[src/rtl/alu_entry_sequencer.sv]
// alu_entry_sequencer: debounced two-button entry FSM that loads operands A and B,
// commits an ALU op code and flags the result display.
module alu_entry_debounce #(
    parameter int DEBOUNCE_CYCLES = 4
) (
    input  logic clk,
    input  logic reset_n,
    input  logic i_raw_n,
    output logic o_press
);
    localparam logic [7:0] CNT_MAX = 8'(DEBOUNCE_CYCLES - 1);

    logic [1:0] r_sync;
    logic       r_level;
    logic       r_level_q;
    logic [7:0] r_cnt;
    logic       r_press;
    logic       w_s;

    assign w_s     = r_sync[1];
    assign o_press = r_press;

    always_ff @(posedge clk) begin
        if (!reset_n) begin
            r_sync    <= 2'b11;
            r_level   <= 1'b1;
            r_level_q <= 1'b1;
            r_cnt     <= '0;
            r_press   <= 1'b0;
        end else begin
            r_sync    <= {r_sync[0], i_raw_n};
            r_level_q <= r_level;
            // Only a settled high-to-low level change is a press; releases are silent.
            r_press   <= r_level_q & ~r_level;
            if (w_s == r_level) begin
                r_cnt <= '0;
            end else if (r_cnt == CNT_MAX) begin
                r_level <= w_s;
                r_cnt   <= '0;
            end else begin
                r_cnt <= r_cnt + 8'd1;
            end
        end
    end
endmodule

module alu_entry_sequencer #(
    parameter int DEBOUNCE_CYCLES = 4
) (
    input  logic       clk,
    input  logic       reset_n,
    input  logic       i_btn_enter_n,
    input  logic       i_btn_clear_n,
    input  logic [3:0] i_data_in,
    output logic       o_save_a_n,
    output logic       o_save_b_n,
    output logic [2:0] o_op_sel,
    output logic       o_alu_go,
    output logic       o_result_valid,
    output logic [1:0] o_state
);
    typedef enum logic [1:0] {
        LOAD_A  = 2'b00,
        LOAD_B  = 2'b01,
        LOAD_OP = 2'b10,
        SHOW    = 2'b11
    } state_t;

    state_t     r_state;
    state_t     w_next_state;
    logic       r_save_a_n;
    logic       r_save_b_n;
    logic [2:0] r_op_sel;
    logic       r_alu_go;
    logic       r_result_valid;
    logic       w_save_a_n;
    logic       w_save_b_n;
    logic [2:0] w_op_sel;
    logic       w_alu_go;
    logic       w_result_valid;
    logic       w_press_enter;
    logic       w_press_clear;
    logic       w_unused;

    assign w_unused = i_data_in[3];

    alu_entry_debounce #(.DEBOUNCE_CYCLES(DEBOUNCE_CYCLES)) u_enter (
        .clk     (clk),
        .reset_n (reset_n),
        .i_raw_n (i_btn_enter_n),
        .o_press (w_press_enter)
    );

    alu_entry_debounce #(.DEBOUNCE_CYCLES(DEBOUNCE_CYCLES)) u_clear (
        .clk     (clk),
        .reset_n (reset_n),
        .i_raw_n (i_btn_clear_n),
        .o_press (w_press_clear)
    );

    always_comb begin
        w_next_state   = r_state;
        w_save_a_n     = 1'b1;
        w_save_b_n     = 1'b1;
        w_alu_go       = 1'b0;
        w_op_sel       = r_op_sel;
        w_result_valid = r_result_valid;
        // Clear has priority so a simultaneous enter never leaks a strobe.
        if (w_press_clear) begin
            w_next_state   = LOAD_A;
            w_op_sel       = 3'd0;
            w_result_valid = 1'b0;
        end else if (w_press_enter) begin
            case (r_state)
                LOAD_A: begin
                    w_save_a_n   = 1'b0;
                    w_next_state = LOAD_B;
                end
                LOAD_B: begin
                    w_save_b_n   = 1'b0;
                    w_next_state = LOAD_OP;
                end
                LOAD_OP: begin
                    w_op_sel       = i_data_in[2:0];
                    w_alu_go       = 1'b1;
                    w_result_valid = 1'b1;
                    w_next_state   = SHOW;
                end
                SHOW: begin
                    w_result_valid = 1'b0;
                    w_next_state   = LOAD_A;
                end
                default: w_next_state = LOAD_A;
            endcase
        end
    end

    always_ff @(posedge clk) begin
        if (!reset_n) begin
            r_state        <= LOAD_A;
            r_save_a_n     <= 1'b1;
            r_save_b_n     <= 1'b1;
            r_op_sel       <= 3'd0;
            r_alu_go       <= 1'b0;
            r_result_valid <= 1'b0;
        end else begin
            r_state        <= w_next_state;
            r_save_a_n     <= w_save_a_n;
            r_save_b_n     <= w_save_b_n;
            r_op_sel       <= w_op_sel;
            r_alu_go       <= w_alu_go;
            r_result_valid <= w_result_valid;
        end
    end

    assign o_save_a_n     = r_save_a_n;
    assign o_save_b_n     = r_save_b_n;
    assign o_op_sel       = r_op_sel;
    assign o_alu_go       = r_alu_go;
    assign o_result_valid = r_result_valid;
    assign o_state        = r_state;
endmodule

[config.mk]
export PLATFORM = sky130hd
export DESIGN_NAME = alu_entry_sequencer
export DESIGN_NICKNAME = d
export VERILOG_FILES = /design/src/rtl/alu_entry_sequencer.sv
export SDC_FILE = /design/constraint.sdc
export NUM_CORES = 1
export LEC_CHECK = 0
export CAP_MARGIN = 0
export CORE_MARGIN = 1
export CORE_UTILIZATION = 32
export CTS_CLUSTER_SIZE = 12
export DETAILED_ROUTE_END_ITERATION = 7
export HOLD_SLACK_MARGIN = 0.12
export PLACE_DENSITY = 0.5
export SLEW_MARGIN = 20
export SYNTH_ARGS = -nofsm -noshare
export SYNTH_HDL_FRONTEND = slang
export SYNTH_SLANG_ARGS = --single-unit
export TNS_END_PERCENT = 10
[constraint.sdc]
create_clock -name clk -period 1.9 [get_ports clk]
set_input_delay 0.38 -clock clk [delete_from_list [all_inputs] [get_ports clk]]
set_output_delay 0.38 -clock clk [all_outputs]
set_load 0.02 [all_outputs]
==> impl_metrics.env, run 1 <==
export IMPL_h_tree_depth=2
export IMPL_netSwitchingPower_mw=0.269
export IMPL_r2r_start="u_enter.r_cnt[0]$_SDFF_PP0_"
export IMPL_syn_num_nets=156
export IMPL_clock_sinks=35
export IMPL_drive_above_1_share_pct=9.09
export IMPL_max_vdd_ir_drop_v=0.000452
export IMPL_powerDensity_nw_per_um2=899
export IMPL_grt_pass1_vias=998
export IMPL_r2r_slack_ns=0.20
export IMPL_setup_ws_ns=0.202
export IMPL_worst_pin_slew_ns=0.350
export IMPL_drt_iter0_drc=22
export IMPL_routedWlPerCell_um=10.7
export IMPL_clkPwrFrac_pct=50.1
export IMPL_via_count=1038
export IMPL_r2r_end="u_enter.r_level$_SDFFE_PN1P_"
export IMPL_ys_ff_latch=35
export IMPL_place_congestion=0.689
export IMPL_cap_violations=0
export IMPL_cp_top_family="simple AND/OR/NAND/NOR gates"
export IMPL_synth_area_um2=1360
export IMPL_leakage_nw=0.615
export IMPL_place_ws_ns=0.149
export IMPL_diodes=0
export IMPL_seq_power_share_pct=47.9
export IMPL_tns_ns=0
export IMPL_cp_num_buf_inv=0
export IMPL_dp_hpwl_um=1740
export IMPL_clk_latency_ns=0.28
export IMPL_p_int_mw=1.28
export IMPL_slew_violations=0
export IMPL_drc=0
export IMPL_finalClockSkew_ns=0.00412
export IMPL_clockRootBuffer="clkbuf_8"
export IMPL_period_share_pct=89.4
export IMPL_via_per_inst=4.83
export IMPL_holdCritStartpoint="u_clear.r_level_q$_SDFF_PN1_"
export IMPL_die_w_um=67.3
export IMPL_grt_max_degree=12
export IMPL_nets=179
export IMPL_max_freq_mhz=589
export IMPL_grt_usage_pct=12.1
export IMPL_cts_buffers=5
export IMPL_holdPathEnd="u_clear.o_press$_SDFF_PN0_"
export IMPL_endpoint_kind="flip-flop"
export IMPL_cts_buffer_depth=2
export IMPL_die_area_um2=4530
export IMPL_drt_first_pass_iters=4
export IMPL_grt_first_pass_wirelength_um=4030
export IMPL_ant_nets=0
export IMPL_die_y_um=67.3
export IMPL_timing_final_hold_violations=0
export IMPL_initial_utilization_pct=33.6
export IMPL_avgSynthCellArea_um2=9.67
export IMPL_arrival_ns=1.87
export IMPL_ys_warn_count=0
export IMPL_ys_types=27
export IMPL_combPwrFrac_pct=2.0
export IMPL_pin_count=17
export IMPL_rows=23
export IMPL_max_stage_delay_ns=0.48
export IMPL_p_total_mw=1.55
export IMPL_synthCells=141
export IMPL_min_period_ns=1.70
export IMPL_ys_seq_area_share_pct=51.4
export IMPL_slowest_stage="or3b_2"
export IMPL_cp_max_fo=5
export IMPL_path_class="flip-flop to flip-flop"
export IMPL_wirelength_um=2300
export IMPL_rr_worst_depth=4
export IMPL_status="completed"
export IMPL_relSlewSlack_pct=76.6
export IMPL_finalHoldWorstSlack_ns=0.405
export IMPL_setup_violations=0
export IMPL_core_area_um2=4060
export IMPL_port_buffer_count=15
export IMPL_grt_overflow=0
export IMPL_rsz0062_at_grt="no"
export IMPL_whs_path_depth=2
export IMPL_syn_to_final_growth_pct=26.4
export IMPL_required_ns=2.07
export IMPL_swShare_pct=17.3
export IMPL_clk_pin_slew_ns=0.07
export IMPL_crit_chain="ha_1, or3b_2, nor2_1, mux2_2"
export IMPL_cts_tree="yes"
export IMPL_antenna_found_initial=0
export IMPL_critical_path_startpoint_type="flip-flop"
export IMPL_min_path_type="flip-flop to flip-flop"
## state kept, by name (all words and copies together) (netlist names)
signal             flops
u_clear.o_press        1
o_result_valid         1
u_clear.r_sync         2
o_state                2
o_save_b_n             1
o_op_sel               3
u_enter.r_sync         2
u_enter.o_press        1
u_clear.r_level_q      1
u_enter.r_cnt          8
o_save_a_n             1
u_enter.r_level_q      1
u_clear.r_level        1
u_enter.r_level        1
o_alu_go               1
u_clear.r_cnt          8
## what timing repair did
| action | 4_1_cts | 5_1_grt |
|---|---|---|
| gates resized for setup | 0 | 0 |
| endpoints found under the hold margin | 0 | 0 |
| setup buffers | 0 | 1 |
| hold buffers | 0 | 0 |
| setup endpoints to repair | 0 | 4 |
## worst max path at each step
stage,start,end,slack (ns),cells after the start
detailed placement,u_enter.r_cnt[0]$_SDFF_PP0_,u_enter.r_cnt[3]$_SDFF_PP0_,0.15,4
global route,u_enter.r_cnt[0]$_SDFF_PP0_,u_enter.r_level$_SDFFE_PN1P_,0.09,4
floorplan,u_enter.r_cnt[0]$_SDFF_PP0_,u_enter.r_level$_SDFFE_PN1P_,0.33,4
finish,u_enter.r_cnt[0]$_SDFF_PP0_,u_enter.r_level$_SDFFE_PN1P_,0.20,4
CTS,u_enter.r_cnt[0]$_SDFF_PP0_,u_enter.r_cnt[3]$_SDFF_PP0_,0.14,4
global placement,u_enter.r_cnt[0]$_SDFF_PP0_,u_enter.r_cnt[4]$_SDFF_PP0_,0.19,4
## Yosys cell counts (all sizes together)
master	n	area share, %
a211oi	4	2.2
a21oi	8	2.9
buf	1	0.27
clkbuf	1	0.27
dfxtp	35	51
ha	7	6.4
inv	7	1.9
mux2	2	1.9
mux2i	1	0.73
nand2	8	2.2
nand2b	9	4.1
nand3	13	4.8
nand4	2	0.92
nor2	13	3.6
nor2b	1	0.46
nor3	2	0.73
nor3b	1	0.55
nor4	1	1.6
o211ai	1	0.55
o21ai	7	2.6
or3	6	2.8
or3b	1	0.64
or4	2	1.4
xnor2	2	1.3
xor2	6	3.9
## worst reg2reg max path, stage by stage, from the launching register on
cell and delay, ns:
dfxtp_1 0.40, ha_1 0.25, or3b_2 0.48, nor2_1 0.11
mux2_2 0.34
## cell families after synthesis
group                    after synthesis  synth area share (%)
AND/OR/NAND/NOR                       59                  23.7
flip-flops                            35                  51.4
AO/OA/AOI/OAI                         20                  8.26
buffers and inverters                  9                  2.48
XOR/XNOR                               8                  5.14
adder cells (fa/ha/maj)                7                  6.42
multiplexers                           3                  2.66
## power by group through the flow
stage	sequential (mW)	combinational, mW	clock [mW]
floorplan	0.758	0.0133	0
finish	0.742	0.0311	0.777
global placement	0.758	0.0303	0
detailed placement	0.758	0.0308	0
CTS	0.741	0.0309	0.811
global route	0.742	0.0351	0.839
## stage by stage
stage / cell area [µm²] / std cells / utilization [%]
5_1_grt: 1720 / 215 / 42.5
4_1_cts: 1720 / 214 / 42.3
6_report: 1720 / 215 / 42.5
3_5_place_dp: 1580 / 206 / 39.0
2_1_floorplan: 1360 / 141 / -
3_3_place_gp: 1580 / 206 / 39.0
## placed cells by master (no fill, tap or decap), types with 2 or more instances in the layout
cell | Yosys | layout
nand3_1 | 13 | 13
ha_1 | 7 | 7
bufinv_16 | 0 | 2
inv_1 | 7 | 7
a21oi_1 | 8 | 8
nand4_1 | 2 | 2
xnor2_1 | 2 | 2
nor2_1 | 13 | 13
nand2b_1 | 9 | 9
clkbuf_8 | 0 | 5
nor3_1 | 2 | 2
o21ai_0 | 7 | 7
buf_4 | 0 | 3
xor2_1 | 6 | 6
dfxtp_1 | 35 | 35
clkdlybuf4s50_1 | 0 | 15
or3_1 | 6 | 6
a211oi_1 | 4 | 4
nand2_1 | 8 | 8
## layout make-up
| type | count | area [µm²] |
|---|---|---|
| Sequential cell | 35 | 701 |
| Clock inverter | 2 | 60.1 |
| Tap cell | 50 | 62.6 |
| Fill cell | 400 | 2330 |
| Timing Repair Buffer | 18 | 173 |
| Inverter | 7 | 26.3 |
| Multi-Input combinational cell | 97 | 629 |
| Clock buffer | 6 | 72.6 |
## layer usage
metal / vias up / GRT usage (%) / share of wire (%)
met5: - / 0 / 0
met4: 0 / 5.59 / 1.6
met3: 4 / 5.57 / 4.8
met2: 25 / 19.0 / 45
met1: 483 / 13.9 / 49
li1: 526 / - / -
(Power assumes the default switching activity.)
==> run 2, diff against run 1 <==
--- a/config.mk
+++ b/config.mk
@@ -7,11 +7,11 @@
 export LEC_CHECK = 0
 export CAP_MARGIN = 0
 export CORE_MARGIN = 1
-export CORE_UTILIZATION = 32
+export CORE_UTILIZATION = 50
 export CTS_CLUSTER_SIZE = 12
 export DETAILED_ROUTE_END_ITERATION = 7
 export HOLD_SLACK_MARGIN = 0.12
-export PLACE_DENSITY = 0.5
+export PLACE_DENSITY = 0.72
 export SLEW_MARGIN = 20
 export SYNTH_ARGS = -nofsm -noshare
 export SYNTH_HDL_FRONTEND = slang
==> impl_metrics.env, run 2 (synthesis results as in run 1) <==
export IMPL_cts_buffer_depth=2
export IMPL_clk_pin_slew_ns=0.10
export IMPL_grt_max_degree=12
export IMPL_grt_overflow=0
export IMPL_r2r_slack_ns=0.17
export IMPL_max_freq_mhz=575
export IMPL_diodes=0
export IMPL_dp_hpwl_um=1640
export IMPL_cts_setup_buffers=0
export IMPL_worst_pin_slew_ns=0.415
export IMPL_timing_final_hold_violations=0
export IMPL_rr_worst_depth=4
export IMPL_final_cell_mix="dfxtp_1, clkdlybuf4s50_1, nor2_1, nand3_1, nand2b_1"
export IMPL_finalClockSkew_ns=0.00740
export IMPL_die_w_um=54.2
export IMPL_wirelength_um=2200
export IMPL_cts_resized=0
export IMPL_min_period_ns=1.74
export IMPL_max_stage_delay_ns=0.63
export IMPL_routedWlPerCell_um=11.3
export IMPL_powerDensity_nw_per_um2=711
export IMPL_finalHoldWorstSlack_ns=0.415
export IMPL_clockRootBuffer="clkbuf_4"
export IMPL_final_common_cell="dfxtp_1"
export IMPL_initial_utilization_pct=54.1
export IMPL_setup_violations=0
export IMPL_h_tree_depth=2
export IMPL_drive_above_1_share_pct=7.93
export IMPL_clock_sinks=35
export IMPL_slowest_stage="clkdlybuf4s50_1"
export IMPL_place_congestion=0.762
export IMPL_arrival_ns=1.36
export IMPL_die_y_um=54.2
export IMPL_period_share_pct=91.5
export IMPL_hold_buffers=0
export IMPL_clk_latency_ns=0.32
export IMPL_tns_ns=0
export IMPL_drt_iter0_drc=21
export IMPL_via_per_inst=5.22
export IMPL_cts_buffers=5
export IMPL_r2r_start="u_enter.r_cnt[0]$_SDFF_PP0_"
export IMPL_post_route_util_pct=63.8
export IMPL_port_buffer_count=15
export IMPL_cap_violations=0
export IMPL_critical_path_startpoint_type="flip-flop"
export IMPL_cp_max_fo=5
export IMPL_crit_chain="clkdlybuf4s50_1"
export IMPL_antenna_found_initial=0
export IMPL_die_area_um2=2940
export IMPL_nFillCells=229
export IMPL_holdCritStartpoint="u_clear.r_level_q$_SDFF_PN1_"
export IMPL_max_vdd_ir_drop_v=0.000490
export IMPL_via_count=1013
export IMPL_leakage_nw=0.574
export IMPL_endpoint_kind="primary output"
export IMPL_path_class="flip-flop to primary output"
export IMPL_syn_to_final_growth_pct=18.0
export IMPL_required_ns=1.52
export IMPL_whs_path_depth=2
export IMPL_grt_pass1_vias=843
export IMPL_slew_violations=0
export IMPL_relSlewSlack_pct=72.2
export IMPL_grt_usage_pct=17.4
export IMPL_p_total_mw=1.14
export IMPL_pin_count=17
export IMPL_ant_nets=0
export IMPL_cp_num_buf_inv=1
export IMPL_drt_first_pass_iters=4
export IMPL_cp_top_family="buffers and inverters"
export IMPL_holdPathEnd="u_clear.o_press$_SDFF_PN0_"
export IMPL_rsz0062_at_grt="no"
export IMPL_drc=0
export IMPL_core_area_um2=2520
export IMPL_r2r_end="u_enter.r_cnt[3]$_SDFF_PP0_"
export IMPL_min_path_type="flip-flop to flip-flop"
export IMPL_rows=18
export IMPL_status="completed"
export IMPL_grt_first_pass_wirelength_um=3530
export IMPL_nets=178
export IMPL_cts_tree="yes"
## run 2: cell count changes in the layout (fill, tap and decap cells not counted), sizes merged
cell,change
bufinv,-2
buf,-1
clkbuf,+1
clkinv,+1
## run 2: layout make-up
| class | count | area (µm²) | area share [%] |
|---|---|---|---|
| clock buffers | 7 | 45.0 | 2.80 |
| clock inverters | 1 | 5.00 | 0.311 |
| inverters | 7 | 26.3 | 1.63 |
| multi-input cells | 97 | 629 | 39.1 |
| flip-flops and latches | 35 | 701 | 43.5 |
| well taps | 30 | 37.5 | 2.33 |
| repair buffers | 17 | 165 | 10.3 |
## run 2: metrics by stage
step	setup slack, ns	cells	area (µm²)
6_report	0.162	194	1610
5_1_grt	0.0441	194	1610
4_1_cts	0.140	194	1610
3_5_place_dp	0.195	186	1560
3_3_place_gp	0.218	186	1560
2_1_floorplan	0.325	141	1360
## run 2: how the worst max path moves through the flow
stage | from | end | cells after the start
finish | o_state[0]$_SDFFE_PP0P_ | o_state[0] | 1
detailed placement | u_enter.r_cnt[0]$_SDFF_PP0_ | u_enter.r_cnt[3]$_SDFF_PP0_ | 4
floorplan | u_enter.r_cnt[0]$_SDFF_PP0_ | u_enter.r_level$_SDFFE_PN1P_ | 4
global placement | u_enter.r_cnt[0]$_SDFF_PP0_ | u_enter.r_cnt[4]$_SDFF_PP0_ | 4
CTS | o_state[1]$_SDFFE_PP0P_ | o_state[1] | 1
global route | u_enter.r_cnt[0]$_SDFF_PP0_ | u_enter.r_cnt[3]$_SDFF_PP0_ | 4
## run 2: routing by layer
| metal | up-vias | track usage (%) | share of wire [%] |
|---|---|---|---|
| met5 | - | 0 | 0 |
| met4 | 0 | 8.97 | 1.2 |
| met3 | 4 | 5.83 | 4.5 |
| met2 | 22 | 27.4 | 48 |
| met1 | 460 | 21.0 | 46 |
| li1 | 527 | - | - |
## run 2: power breakdown
part | switching, mW | total (mW) | internal, mW
Clock | 0.228 | 0.373 | 0.144
Sequential | 0.00288 | 0.741 | 0.738
Combinational | 0.0126 | 0.0302 | 0.0176
